--- config.mk ---
export PLATFORM = sky130hd
export DESIGN_NAME = mc_control_fsm
export DESIGN_NICKNAME = d
export VERILOG_FILES = /design/src/rtl/mips_pkg.sv /design/src/rtl/mc_next_state.sv /design/src/rtl/mc_control_fsm.sv
export SDC_FILE = /design/constraint.sdc
export NUM_CORES = 1
export LEC_CHECK = 0
export ABC_AREA = 1
export CELL_PAD_IN_SITES_DETAIL_PLACEMENT = 0
export CELL_PAD_IN_SITES_GLOBAL_PLACEMENT = 1
export CORE_AREA = 2 2 86 105
export CTS_CLUSTER_DIAMETER = 30
export DETAILED_ROUTE_END_ITERATION = 10
export DIE_AREA = 0 0 88 107
export MAX_ROUTING_LAYER = met4
export PLACE_DENSITY = 0.82
export SKIP_LAST_GASP = 1
export SLEW_MARGIN = 10
export SYNTH_ARGS = -nofsm -noshare
export SYNTH_HDL_FRONTEND = slang
export SYNTH_SLANG_ARGS = --single-unit
--- constraint.sdc ---
create_clock -name clk -period 1.65 [get_ports clk]
set_clock_uncertainty 0.15 [all_clocks]
set_input_delay 0.2475 -clock clk [delete_from_list [all_inputs] [get_ports clk]]
set_output_delay 0.2475 -clock clk [all_outputs]
set_load 0.03 [all_outputs]
--- src/rtl/mips_pkg.sv ---
// Shared encodings for the multicycle MIPS controller: opcodes, ALU operation, datapath selects, FSM states.
// MC_ADDI_EN adds the ADDIEX/ADDIWB states to the state encoding.
package mips_pkg;

  localparam logic [5:0] OP_RTYPE = 6'b000000;
  localparam logic [5:0] OP_LW    = 6'b100011;
  localparam logic [5:0] OP_SW    = 6'b101011;
  localparam logic [5:0] OP_BEQ   = 6'b000100;
  localparam logic [5:0] OP_J     = 6'b000010;
  localparam logic [5:0] OP_ADDI  = 6'b001000;

  typedef enum logic [1:0] {
    ALUOP_ADD   = 2'b00,
    ALUOP_SUB   = 2'b01,
    ALUOP_FUNCT = 2'b10
  } alu_op_t;

  localparam logic [1:0] PCSRC_ALU    = 2'b00;
  localparam logic [1:0] PCSRC_ALUOUT = 2'b01;
  localparam logic [1:0] PCSRC_JUMP   = 2'b10;

  localparam logic [1:0] SRCB_REG    = 2'b00;
  localparam logic [1:0] SRCB_FOUR   = 2'b01;
  localparam logic [1:0] SRCB_IMM    = 2'b10;
  localparam logic [1:0] SRCB_IMM_SH = 2'b11;

  typedef enum logic [3:0] {
    S_FETCH   = 4'd0,
    S_DECODE  = 4'd1,
    S_MEMADR  = 4'd2,
    S_MEMRD   = 4'd3,
    S_MEMWB   = 4'd4,
    S_MEMWR   = 4'd5,
    S_EXECUTE = 4'd6,
    S_ALUWB   = 4'd7,
    S_BRANCH  = 4'd8,
    S_JUMP    = 4'd9,
    S_TRAP    = 4'd10
`ifdef MC_ADDI_EN
    ,
    S_ADDIEX  = 4'd11,
    S_ADDIWB  = 4'd12
`endif
  } state_t;

endpackage

--- src/rtl/mc_next_state.sv ---
// Combinational next-state function of the multicycle controller (state, opcode, mem_ready -> next).
// MC_ADDI_EN routes opcode 001000 to ADDIEX instead of TRAP.
module mc_next_state
  import mips_pkg::*;
#(
  parameter int OPCODE_W = 6
) (
  input  state_t              state,
  input  logic [OPCODE_W-1:0] opcode,
  input  logic                mem_ready,
  output state_t              next
);

  // NOTE: every always_comb output gets a default before the case so no path can infer a latch.
  always_comb begin
    next = state;
    case (state)
      S_FETCH:   if (mem_ready) next = S_DECODE;
      S_DECODE: begin
        if (opcode == OPCODE_W'(OP_LW) || opcode == OPCODE_W'(OP_SW)) next = S_MEMADR;
        else if (opcode == OPCODE_W'(OP_RTYPE))                       next = S_EXECUTE;
        else if (opcode == OPCODE_W'(OP_BEQ))                         next = S_BRANCH;
        else if (opcode == OPCODE_W'(OP_J))                           next = S_JUMP;
`ifdef MC_ADDI_EN
        else if (opcode == OPCODE_W'(OP_ADDI))                        next = S_ADDIEX;
`endif
        else                                                          next = S_TRAP;
      end
      S_MEMADR:  next = (opcode == OPCODE_W'(OP_LW)) ? S_MEMRD : S_MEMWR;
      S_MEMRD:   if (mem_ready) next = S_MEMWB;
      S_MEMWR:   if (mem_ready) next = S_FETCH;
      S_EXECUTE: next = S_ALUWB;
`ifdef MC_ADDI_EN
      S_ADDIEX:  next = S_ADDIWB;
      S_ADDIWB:  next = S_FETCH;
`endif
      S_MEMWB, S_ALUWB, S_BRANCH, S_JUMP: next = S_FETCH;
      S_TRAP:    next = S_TRAP;
      default:   next = S_FETCH;
    endcase
  end

endmodule

--- src/rtl/mc_control_fsm.sv ---
// Multicycle MIPS main controller: Moore FSM with memory handshake, retire counter and sticky illegal-opcode trap.
// Define MC_ADDI_EN to support addi (ADDIEX/ADDIWB); otherwise 001000 traps.
module mc_control_fsm
  import mips_pkg::*;
#(
  parameter int OPCODE_W = 6,
  parameter int CNT_W    = 32
) (
  input  logic                clk,
  input  logic                reset,
  input  logic [OPCODE_W-1:0] opcode,
  input  logic                zero,
  input  logic                mem_ready,
  output logic                mem_req,
  output logic                iord,
  output logic                mem_write,
  output logic                ir_write,
  output logic                pc_en,
  output logic [1:0]          pc_src,
  output logic                alu_src_a,
  output logic [1:0]          alu_src_b,
  output logic [1:0]          alu_operation,
  output logic                reg_dst,
  output logic                mem_to_reg,
  output logic                reg_write,
  output logic                retire,
  output logic [CNT_W-1:0]    instr_count,
  output logic                illegal_op
);

  state_t state;
  state_t next;

  mc_next_state #(.OPCODE_W(OPCODE_W)) u_next_state (
    .state     (state),
    .opcode    (opcode),
    .mem_ready (mem_ready),
    .next      (next)
  );

  // NOTE: sequential state uses non-blocking assignment so every flop samples pre-edge values.
  always_ff @(posedge clk) begin
    if (reset) state <= S_FETCH;
    else       state <= next;
  end

  // Outputs are forced quiet while reset is asserted, even before the state register has been cleared.
  always_comb begin
    mem_req       = 1'b0;
    iord          = 1'b0;
    mem_write     = 1'b0;
    ir_write      = 1'b0;
    pc_en         = 1'b0;
    pc_src        = PCSRC_ALU;
    alu_src_a     = 1'b0;
    alu_src_b     = SRCB_REG;
    alu_operation = ALUOP_ADD;
    reg_dst       = 1'b0;
    mem_to_reg    = 1'b0;
    reg_write     = 1'b0;
    retire        = 1'b0;
    if (!reset) begin
      case (state)
        S_FETCH: begin
          mem_req   = 1'b1;
          alu_src_b = SRCB_FOUR;
          ir_write  = mem_ready;
          pc_en     = mem_ready;
        end
        S_DECODE:  alu_src_b = SRCB_IMM_SH;
        S_MEMADR: begin
          alu_src_a = 1'b1;
          alu_src_b = SRCB_IMM;
        end
        S_MEMRD: begin
          mem_req = 1'b1;
          iord    = 1'b1;
        end
        S_MEMWB: begin
          mem_to_reg = 1'b1;
          reg_write  = 1'b1;
          retire     = 1'b1;
        end
        S_MEMWR: begin
          mem_req   = 1'b1;
          iord      = 1'b1;
          mem_write = mem_ready;
          retire    = mem_ready;
        end
        S_EXECUTE: begin
          alu_src_a     = 1'b1;
          alu_operation = ALUOP_FUNCT;
        end
        S_ALUWB: begin
          reg_dst   = 1'b1;
          reg_write = 1'b1;
          retire    = 1'b1;
        end
        S_BRANCH: begin
          alu_src_a     = 1'b1;
          alu_operation = ALUOP_SUB;
          pc_src        = PCSRC_ALUOUT;
          pc_en         = zero;
          retire        = 1'b1;
        end
        S_JUMP: begin
          pc_src = PCSRC_JUMP;
          pc_en  = 1'b1;
          retire = 1'b1;
        end
`ifdef MC_ADDI_EN
        S_ADDIEX: begin
          alu_src_a = 1'b1;
          alu_src_b = SRCB_IMM;
        end
        S_ADDIWB: begin
          reg_write = 1'b1;
          retire    = 1'b1;
        end
`endif
        default: ;
      endcase
    end
  end

  always_ff @(posedge clk) begin
    if (reset)       instr_count <= '0;
    else if (retire) instr_count <= instr_count + CNT_W'(1);
  end

  always_ff @(posedge clk) begin
    if (reset)                 illegal_op <= 1'b0;
    else if (state == S_TRAP)  illegal_op <= 1'b1;
  end

endmodule

==> impl_metrics.yaml <==
outcome:
  status: "complete, but fails checks"
  failed_checks: "negative setup slack"
yosys:
  synth_cell_types: 33
  syn_nets: 427
  async_flop_share_pct: 0
  synthesis.area_mm2: 0.00248
  yosys_warnings: 0
  synthFlopType: "dfxtp_1"
  synth_largest_area_cell: "dfxtp_1"
  synth_area_per_cell_um2: 5.96
  synth_area_leaders: "dfxtp_1 30%, nand2_1 19%, nor2_1 15%, inv_1 6.4%, nand3_1 4.4%"
  netlist_instances: 416
  synth-edff-count: 0
  synth_seq_cells: 37
  yosysTopAreaCellShare_pct: 29.9
  yosysSeqAreaShare_pct: 29.9
pwr:
  power.density_mw_per_mm2: 829
  ir_worst_vdd_uv: 645
  p_total_w: 0.00356
  leakagePower_nw: 1.85
clock_tree:
  clkTransAtPathRegs_ps: 70
  cts_tree: "yes"
  clockBufferDepth: 2
  cts-root-buf: "clkbuf_8"
  cts.htree.levels: 2
  cts_made_buffers: 5
  insertion_delay_ps: 290
  cts_hold_buf: 0
  clock-sinks: 37
die:
  core_area_mm2: 0.00838
  num_rows: 37
  ioPinCount: 59
  die_h_um: 107
  die_area_mm2: 0.00942
  start_util_pct: 29.6
  die_x_um: 88
timing:
  setup_ws_ps: -157
  holdWs_ps: 117
  period_needed_ps: 1810
  rsz0062_at_grt: "yes"
  fmax_mhz: 553
  final-setup-viol-count: 25
  period_share_pct: 110
  slew_viol_final: 0
  hold_viol: 0
  relSlewSlack_pct: 79.1
  tightest_slew_ps: 315
finish:
  seqCellArea_um2: 783
  fin_nets: 565
  n_fill_cell: 825
  multi_input_area_mm2: 0.00184
  diodes: 0
  syn2layout_area_growth_pct: 73.1
  drive_gt1_share_pct: 39.3
setup_path:
  critPathCaptureType: "primary output"
  required_ps: 1250
  crit_type: "reg2out"
  crit_fanout: 4
  critPathLaunchType: "flop"
  cp.arrival_ps: 1410
drt:
  avgRoutedWirePerCell_um: 13.0
  drtIter0Drc: 105
  wirelength_um: 8710
  avgViaCountPerCell: 4.63
  drtAntennaViolNets: 0
  route.detailed.drc: 0
  vias: 3109
  first_pass_iters: 4
global_route:
  antenna_found_initial: 0
  overflow: 0
  first_global_vias: 2870
  grt_use_total_pct: 18.4
  grt_max_degree: 19
  grt_first_pass_wirelength_um: 13300
placement:
  place_worst_setup_slack_ps: -143
  port_buffers: 58
  dp_hpwl_um: 6420
  gp_congestion: 0.892
worst_hold_path:
  hold_class: "in2reg"
job:
  cap_viol_max_count: 0
[Yosys cell counts, drive strengths merged, types with 4 or more instances]
| cell | n |
|---|---|
| nor2 | 97 |
| o21ai | 11 |
| dfxtp | 37 |
| clkbuf | 5 |
| a21oi | 25 |
| inv | 44 |
| nand3 | 24 |
| nand2 | 141 |
| nand4 | 8 |
| xor2 | 5 |
| o21bai | 4 |
[worst max-delay path: stages (launching register included)]
cell and delay [ps]:
dfxtp_4 370, buf_6 130, nor2_4 120, nand2_2 110
o22ai_1 200, buf_4 190
[routing by layer]
metal  vias to the layer above  GRT usage (%)  wire length, um
li1                       1598              -                -
met1                      1419           20.5             3450
met2                        80           33.2             4720
met3                        12           2.39              370
met4                         0           6.04              173
met5                         -              -                0
[cell type report]
| cell class | count | share of cell area, % |
|---|---|---|
| timing repair buffer | 139 | 28.9 |
| tap | 117 | 3.41 |
| inverter | 44 | 4.43 |
| sequential | 37 | 18.3 |
| clock buffer | 8 | 2.10 |
| multi-input combinational | 327 | 42.9 |
[through the flow]
step | TNS (ps) | instance area (um2) | instances | utilization (%)
floorplan | -19.1 | 2500 | 416 | -
global placement | -1100 | 3610 | 647 | 43.1
detailed placement | -1690 | 3610 | 647 | 43.1
CTS | -1650 | 3850 | 660 | 45.9
global route | -4770 | 4290 | 672 | 51.2
finish | -1640 | 4290 | 672 | 51.2
[flip-flops by register name (all words and copies together) (netlist names)]
| register | cells |
|---|---|
| instr_count | 32 |
| state | 4 |
| illegal_op | 1 |
[report_power, final]
| group | switching (W) | internal, W | total, W | leakage [nW] |
|---|---|---|---|---|
| Combinational | 0.000966 | 0.000893 | 0.00186 | 1.50 |
| Sequential | 0.0000729 | 0.000956 | 0.00103 | 0.310 |
| Clock | 0.000332 | 0.000341 | 0.000673 | 0.0455 |
[cells in the final DEF, fill, tap and decap left out, types with 4 or more instances in the layout]
cell             instances
nand2_1                112
nor2_1                  70
buf_4                   67
inv_1                   35
dlygate4sd2_1           33
buf_6                   27
nand2_2                 19
dfxtp_1                 17
nand3_1                 16
nor2_4                  14
nor2_2                  13
a21oi_1                 13
dfxtp_2                 13
a21oi_2                 12
nand2_4                  9
nand4_1                  8
clkdlybuf4s50_1          8
dfxtp_4                  7
clkbuf_8                 6
inv_4                    5
o21ai_0                  5
nand3_2                  5
xor2_1                   5
o21bai_1                 4
[what timing repair did]
action	4_1_cts	5_1_grt
gates resized for setup	82	104
setup buffers	5	11
gates cloned	0	1
endpoints found under the setup margin	57	47
pin swaps	5	26
[worst paths after layout]
path | depth (start not counted) | startpoint | end | slack, ps
worst max-delay path | 5 | state[0]$_SDFFE_PP0P_ | pc_en | -160
worst min-delay path | 2 | reset | instr_count[7]$_SDFFE_PP0P_ | 120
worst max register to register | 12 | state[1]$_SDFFE_PP0P_ | instr_count[12]$_SDFFE_PP0P_ | -80
worst min register to register | 2 | illegal_op$_SDFFE_PP0N_ | illegal_op$_SDFFE_PP0N_ | 350
[cell families after synthesis]
kind of cell	after synthesis	share of synthesized area, %
simple gates	276	47.0
buf+inv	52	9.54
compound gates	44	11.0
flops	37	29.9
xor+xnor	6	2.12
fa+ha+maj	1	0.504
Note: power is estimated with default switching activity, not from simulation.
